[config.mk]
export PLATFORM = sky130hd
export DESIGN_NAME = fetch_unit
export DESIGN_NICKNAME = d
export VERILOG_FILES = /design/src/rtl/fetch_pkg.sv /design/src/rtl/fetch_fifo.sv /design/src/rtl/fetch_unit.sv
export SDC_FILE = /design/constraint.sdc
export NUM_CORES = 1
export LEC_CHECK = 0
export ABC_CLOCK_PERIOD_IN_PS = 3850
export BUFFER_PORTS_ARGS = -buffer_cell sky130_fd_sc_hd__buf_4
export CAP_MARGIN = 5
export CORE_MARGIN = 2
export CORE_UTILIZATION = 55
export DETAILED_ROUTE_END_ITERATION = 12
export GPL_ROUTABILITY_DRIVEN = 0
export PLACE_DENSITY_LB_ADDON = 0.3
export SETUP_SLACK_MARGIN = 0.15
export SLEW_MARGIN = 25
export SYNTH_ARGS = -nofsm -noshare
export SYNTH_HDL_FRONTEND = slang
export SYNTH_SLANG_ARGS = --single-unit
[constraint.sdc]
create_clock -name clk -period 3.85 [get_ports clk]
set_input_delay 1.155 -clock clk [delete_from_list [all_inputs] [get_ports clk]]
set_output_delay 1.155 -clock clk [all_outputs]
set_load 0.05 [all_outputs]
[src/rtl/fetch_pkg.sv]
// Shared types and constants for the instruction-fetch front end.
package fetch_pkg;

    localparam int XLEN        = 32;
    localparam int INSTR_BYTES = 4;

    typedef struct packed {
        logic [XLEN-1:0] pc;
        logic [XLEN-1:0] instr;
    } fetch_entry_t;

endpackage

[src/rtl/fetch_fifo.sv]
// Prefetch FIFO of {pc, instr} entries; flush empties it in one cycle and wins over push/pop.
module fetch_fifo
    import fetch_pkg::*;
#(
    parameter  int DEPTH = 4,
    localparam int CNT_W = $clog2(DEPTH) + 1,
    localparam int PTR_W = (DEPTH > 1) ? $clog2(DEPTH) : 1
) (
    input  logic             clk,
    input  logic             rst,
    input  logic             push,
    input  fetch_entry_t     push_entry,
    input  logic             pop,
    input  logic             flush,
    output fetch_entry_t     head,
    output logic [CNT_W-1:0] count
);

    fetch_entry_t     mem [DEPTH];
    logic [PTR_W-1:0] wr_ptr;
    logic [PTR_W-1:0] rd_ptr;

    function automatic logic [PTR_W-1:0] next_ptr(input logic [PTR_W-1:0] p);
        return (p == PTR_W'(DEPTH - 1)) ? '0 : p + PTR_W'(1);
    endfunction

    // Storage carries no reset; only the pointers and count are control state.
    always_ff @(posedge clk) begin
        if (push && !flush)
            mem[wr_ptr] <= push_entry;
    end

    always_ff @(posedge clk or posedge rst) begin
        if (rst) begin
            wr_ptr <= '0;
            rd_ptr <= '0;
            count  <= '0;
        end else if (flush) begin
            wr_ptr <= '0;
            rd_ptr <= '0;
            count  <= '0;
        end else begin
            if (push)
                wr_ptr <= next_ptr(wr_ptr);
            if (pop)
                rd_ptr <= next_ptr(rd_ptr);
            case ({push, pop})
                2'b10:   count <= count + CNT_W'(1);
                2'b01:   count <= count - CNT_W'(1);
                default: count <= count;
            endcase
        end
    end

    assign head = mem[rd_ptr];

endmodule

[src/rtl/fetch_unit.sv]
// Instruction-fetch front end: credit-limited sequential requests, in-order responses,
// prefetch FIFO to the core, and single-cycle redirect that flushes and restarts fetch.
module fetch_unit
    import fetch_pkg::*;
#(
    parameter int              XLEN     = fetch_pkg::XLEN,
    parameter logic [XLEN-1:0] RESET_PC = '0,
    parameter int              DEPTH    = 4
) (
    input  logic            clk,
    input  logic            rst,
    output logic            imem_req_valid,
    input  logic            imem_req_ready,
    output logic [XLEN-1:0] imem_req_addr,
    input  logic            imem_rsp_valid,
    input  logic [XLEN-1:0] imem_rsp_data,
    input  logic            redirect_valid,
    input  logic [XLEN-1:0] redirect_pc,
    output logic            out_valid,
    input  logic            out_ready,
    output logic [XLEN-1:0] out_pc,
    output logic [XLEN-1:0] out_instr
);

    localparam int CNT_W = $clog2(DEPTH) + 1;

    logic [XLEN-1:0]  fetch_pc;
    logic [XLEN-1:0]  resp_pc;
    logic [XLEN-1:0]  target_pc;
    logic [CNT_W-1:0] count;
    logic [CNT_W-1:0] inflight;
    logic [CNT_W-1:0] drop_cnt;
    logic [CNT_W:0]   occupancy;
    logic             req_fire;
    logic             rsp_take;
    logic             push;
    logic             pop;
    fetch_entry_t     head;
    fetch_entry_t     push_entry;

    // Buffered entries plus outstanding requests may never exceed DEPTH, so a push never overflows.
    assign occupancy      = {1'b0, count} + {1'b0, inflight};
    assign imem_req_valid = !rst && !redirect_valid && (occupancy < (CNT_W + 1)'(DEPTH));
    assign imem_req_addr  = fetch_pc;
    assign req_fire       = imem_req_valid && imem_req_ready;

    assign rsp_take   = imem_rsp_valid && (inflight != '0);
    assign push       = rsp_take && !redirect_valid && (drop_cnt == '0);
    assign push_entry = '{pc: resp_pc, instr: imem_rsp_data};
    assign target_pc  = {redirect_pc[XLEN-1:2], 2'b00};

    assign out_valid = (count != '0);
    assign pop       = out_valid && out_ready && !redirect_valid;
    assign out_pc    = out_valid ? head.pc : '0;
    assign out_instr = out_valid ? head.instr : '0;

    // Every request still outstanding at a redirect belongs to the old stream, so the
    // drop count becomes the full in-flight total minus any response retiring right now.
    always_ff @(posedge clk or posedge rst) begin
        if (rst) begin
            fetch_pc <= RESET_PC;
            resp_pc  <= RESET_PC;
            inflight <= '0;
            drop_cnt <= '0;
        end else begin
            inflight <= inflight + CNT_W'(req_fire) - CNT_W'(rsp_take);
            if (redirect_valid) begin
                fetch_pc <= target_pc;
                resp_pc  <= target_pc;
                drop_cnt <= inflight - CNT_W'(rsp_take);
            end else begin
                if (req_fire)
                    fetch_pc <= fetch_pc + XLEN'(INSTR_BYTES);
                if (push)
                    resp_pc <= resp_pc + XLEN'(INSTR_BYTES);
                if (rsp_take && (drop_cnt != '0))
                    drop_cnt <= drop_cnt - CNT_W'(1);
            end
        end
    end

    fetch_fifo #(
        .DEPTH(DEPTH)
    ) u_fifo (
        .clk       (clk),
        .rst       (rst),
        .push      (push),
        .push_entry(push_entry),
        .pop       (pop),
        .flush     (redirect_valid),
        .head      (head),
        .count     (count)
    );

    rsp_without_request: assert property (@(posedge clk) disable iff (rst)
        !(imem_rsp_valid && (inflight == '0)));

endmodule

==> results_dict.tcl <==
set metrics [dict create \
    synth_ff_type "edfxtp_1" \
    clock-sinks 321 \
    postLayoutCellArea_mm2 0.0164 \
    vdd_drop_max_uv 440 \
    hold_viol_final 0 \
    multi_input_area_mm2 0.00416 \
    final.fill_count 1698 \
    area_growth_pct 19.9 \
    syn-cell-area_mm2 0.0137 \
    synthTopCellsByArea "edfxtp_1 54%, dfrtp_1 13%, mux4_2 10%" \
    ys_seq_elements 321 \
    ys_types 51 \
    placed_area_mm2 0.0154 \
    drv_slew 0 \
    rows 57 \
    p_total_uw 10900 \
    vias 8198 \
    drc 0 \
    setup_violations 0 \
    first_pass_iters 5 \
    start_util_pct 56.2 \
    avgSynthCellArea_um2 15.8 \
    drtAntennaViolNets 0 \
    start_kind "register" \
    grt_pass1_vias 8247 \
    cts_tree "yes" \
    root_buffer "clkbuf_16" \
    drt_wl_total_mm 28.8 \
    grt_pass1_wl_mm 45.2 \
    slew_headroom_pct 44.7 \
    rsz0062_at_grt "no" \
    drv_cap 0 \
    fin_crit_sh_pct 89.2 \
    p_leak_uw 0.00594 \
    htree_levels 1 \
    hold_class "register to register" \
    synthCells 869 \
    crit_fanout 65 \
    skew_ps 15.2 \
    fmax_mhz 291 \
    grt_max_degree 66 \
    path_clk_slew_ps 60 \
    cp-end-kind "output port" \
    portBuffers 161 \
    synth_area_leader_cell "edfxtp_1" \
    critical_path_class "register to output port" \
    finish.utilization_pct 67.4 \
    regArea_mm2 0.00928 \
    ctsResizeCount 0 \
    overflow 0 \
    cts_buffer_depth 3 \
    antenna_cells 0 \
    layout-drive-gt1-share_pct 31.2 \
    antenna_found_initial 0 \
    dieArea_mm2 0.0262 \
    wl_per_cell_um 20.5 \
    tightest_slew_ps 827 \
    die_w_um 162 \
    synth_edf_count 248 \
    finalCriticalPeriod_ps 3430 \
    worst_skew_pair.late_latency_ps 550 \
    die_h_um 162 \
    worstPathArrival_ps 2280 \
    drt_iter0_drc 672 \
    track_usage_pct 22.1 \
    core_area_mm2 0.0244 \
    required_ps 2690 \
    pin_count 168 \
    viasPerCell 5.85 \
    status "finished clean" \
    layoutNonFillerInstCount 1402 \
    synthArstFlopShare_pct 22.7 \
    p_per_area_mw_per_mm2 666 \
    nets 1141 \
    synth.top_cell.area_share_pct 54.4 \
    dp.cells 1339 \
    tns_ps 0 \
    dp_hpwl_mm 18.3 \
    yosysWarnings 0 \
    cts_buffers 31 \
    yosysSeqAreaShare_pct 67.7 \
]
[sequential cells by signal, summed over array words and instances, names as in the netlist]
signal,count
imem_req_addr,30
u_fifo.count,3
drop_cnt,3
inflight,3
u_fifo.wr_ptr,2
u_fifo.rd_ptr,2
resp_pc,30
u_fifo.mem,248
[worst max-delay path, stage by stage (launching register included)]
cell and delay [ps]:
dfrtp_1 440, or3_2 480, buf_4 310, and2_1 260, buf_4 190
[cells in the final DEF, fill, tap and decap left out, drive strengths merged, types with 21 or more instances in the layout]
master / instances
nor2: 32
buf: 191
nand3: 39
mux4: 62
edfxtp: 248
nand2: 56
o21ai: 32
clkbuf: 37
inv: 24
xnor2: 21
dfrtp: 73
and2: 70
[cells by family (layout without fill, tap and decap cells)]
family | Yosys count | count (layout) | synth area share (%)
flops | 321 | 321 | 67.7
simple gates | 270 | 270 | 10.9
compound gates | 80 | 80 | 3.82
mux | 78 | 78 | 11.5
buf+inv | 65 | 271 | 2.04
xor+xnor | 37 | 37 | 2.37
fa+ha+maj | 17 | 17 | 1.66
other cells | 1 | 4 | 0.0274
[area by class of cell]
cell class                      count  share of cell area, %
Multi-Input combinational cell    486                   25.3
Clock buffer                       37                   4.86
Tap cell                          324                   2.47
Clock inverter                     20                  0.998
Inverter                           23                  0.525
Timing Repair Buffer              191                   9.34
Sequential cell                   321                   56.5
[final timing paths]
kind                                  from           endpoint  slack [ps]  cells after the start
setup / recovery           u_fifo.count[0]         out_pc[21]         420                      4
hold / removal                 drop_cnt[1]        drop_cnt[1]         560                      2
setup reg to reg               inflight[2]        inflight[2]        1050                     11
hold reg to reg                drop_cnt[1]        drop_cnt[1]         560                      2
max in group asynchronous              rst  imem_req_addr[30]        2400                      3
min in group asynchronous              rst   imem_req_addr[6]         730                      2
[metal layers]
layer	wire length (um)	GRT usage, %	share of wire [%]
met5	0	0	0
met4	325	3.94	1.1
met3	1860	3.12	6.5
met2	14100	36.3	49
met1	12500	32.5	44
[timing repair]
action                                 4_1_cts  5_1_grt
setup endpoints to repair                    0        8
buffers inserted                             0        6
hold buffers                                 0        0
endpoints found under the hold margin        0        0
[through the flow]
step	hold slack, ps	worst slack [ps]
6_report	557	416
5_1_grt	611	292
4_1_cts	566	181
3_5_place_dp	550	546
3_3_place_gp	530	555
2_1_floorplan	505	189
[power by group]
part / internal (uW) / switching, uW / total, uW
Combinational: 1350 / 2530 / 3880
Clock: 1610 / 1250 / 2860
Sequential: 3970 / 238 / 4210
Total: 6940 / 4010 / 10900
[synth_stat cells, drive strengths merged, types with 13 or more instances]
cell and n:
edfxtp 248, dfrtp 73, and2 70, mux4 62, nand2 56, nand3 39, nor2 32, o21ai 32
clkbuf 25, inv 23, xnor2 21, nand4 20, buf 17, o211ai 16, xor2 16, ha 15
mux2 13
Note: power is estimated with default switching activity, not from simulation.
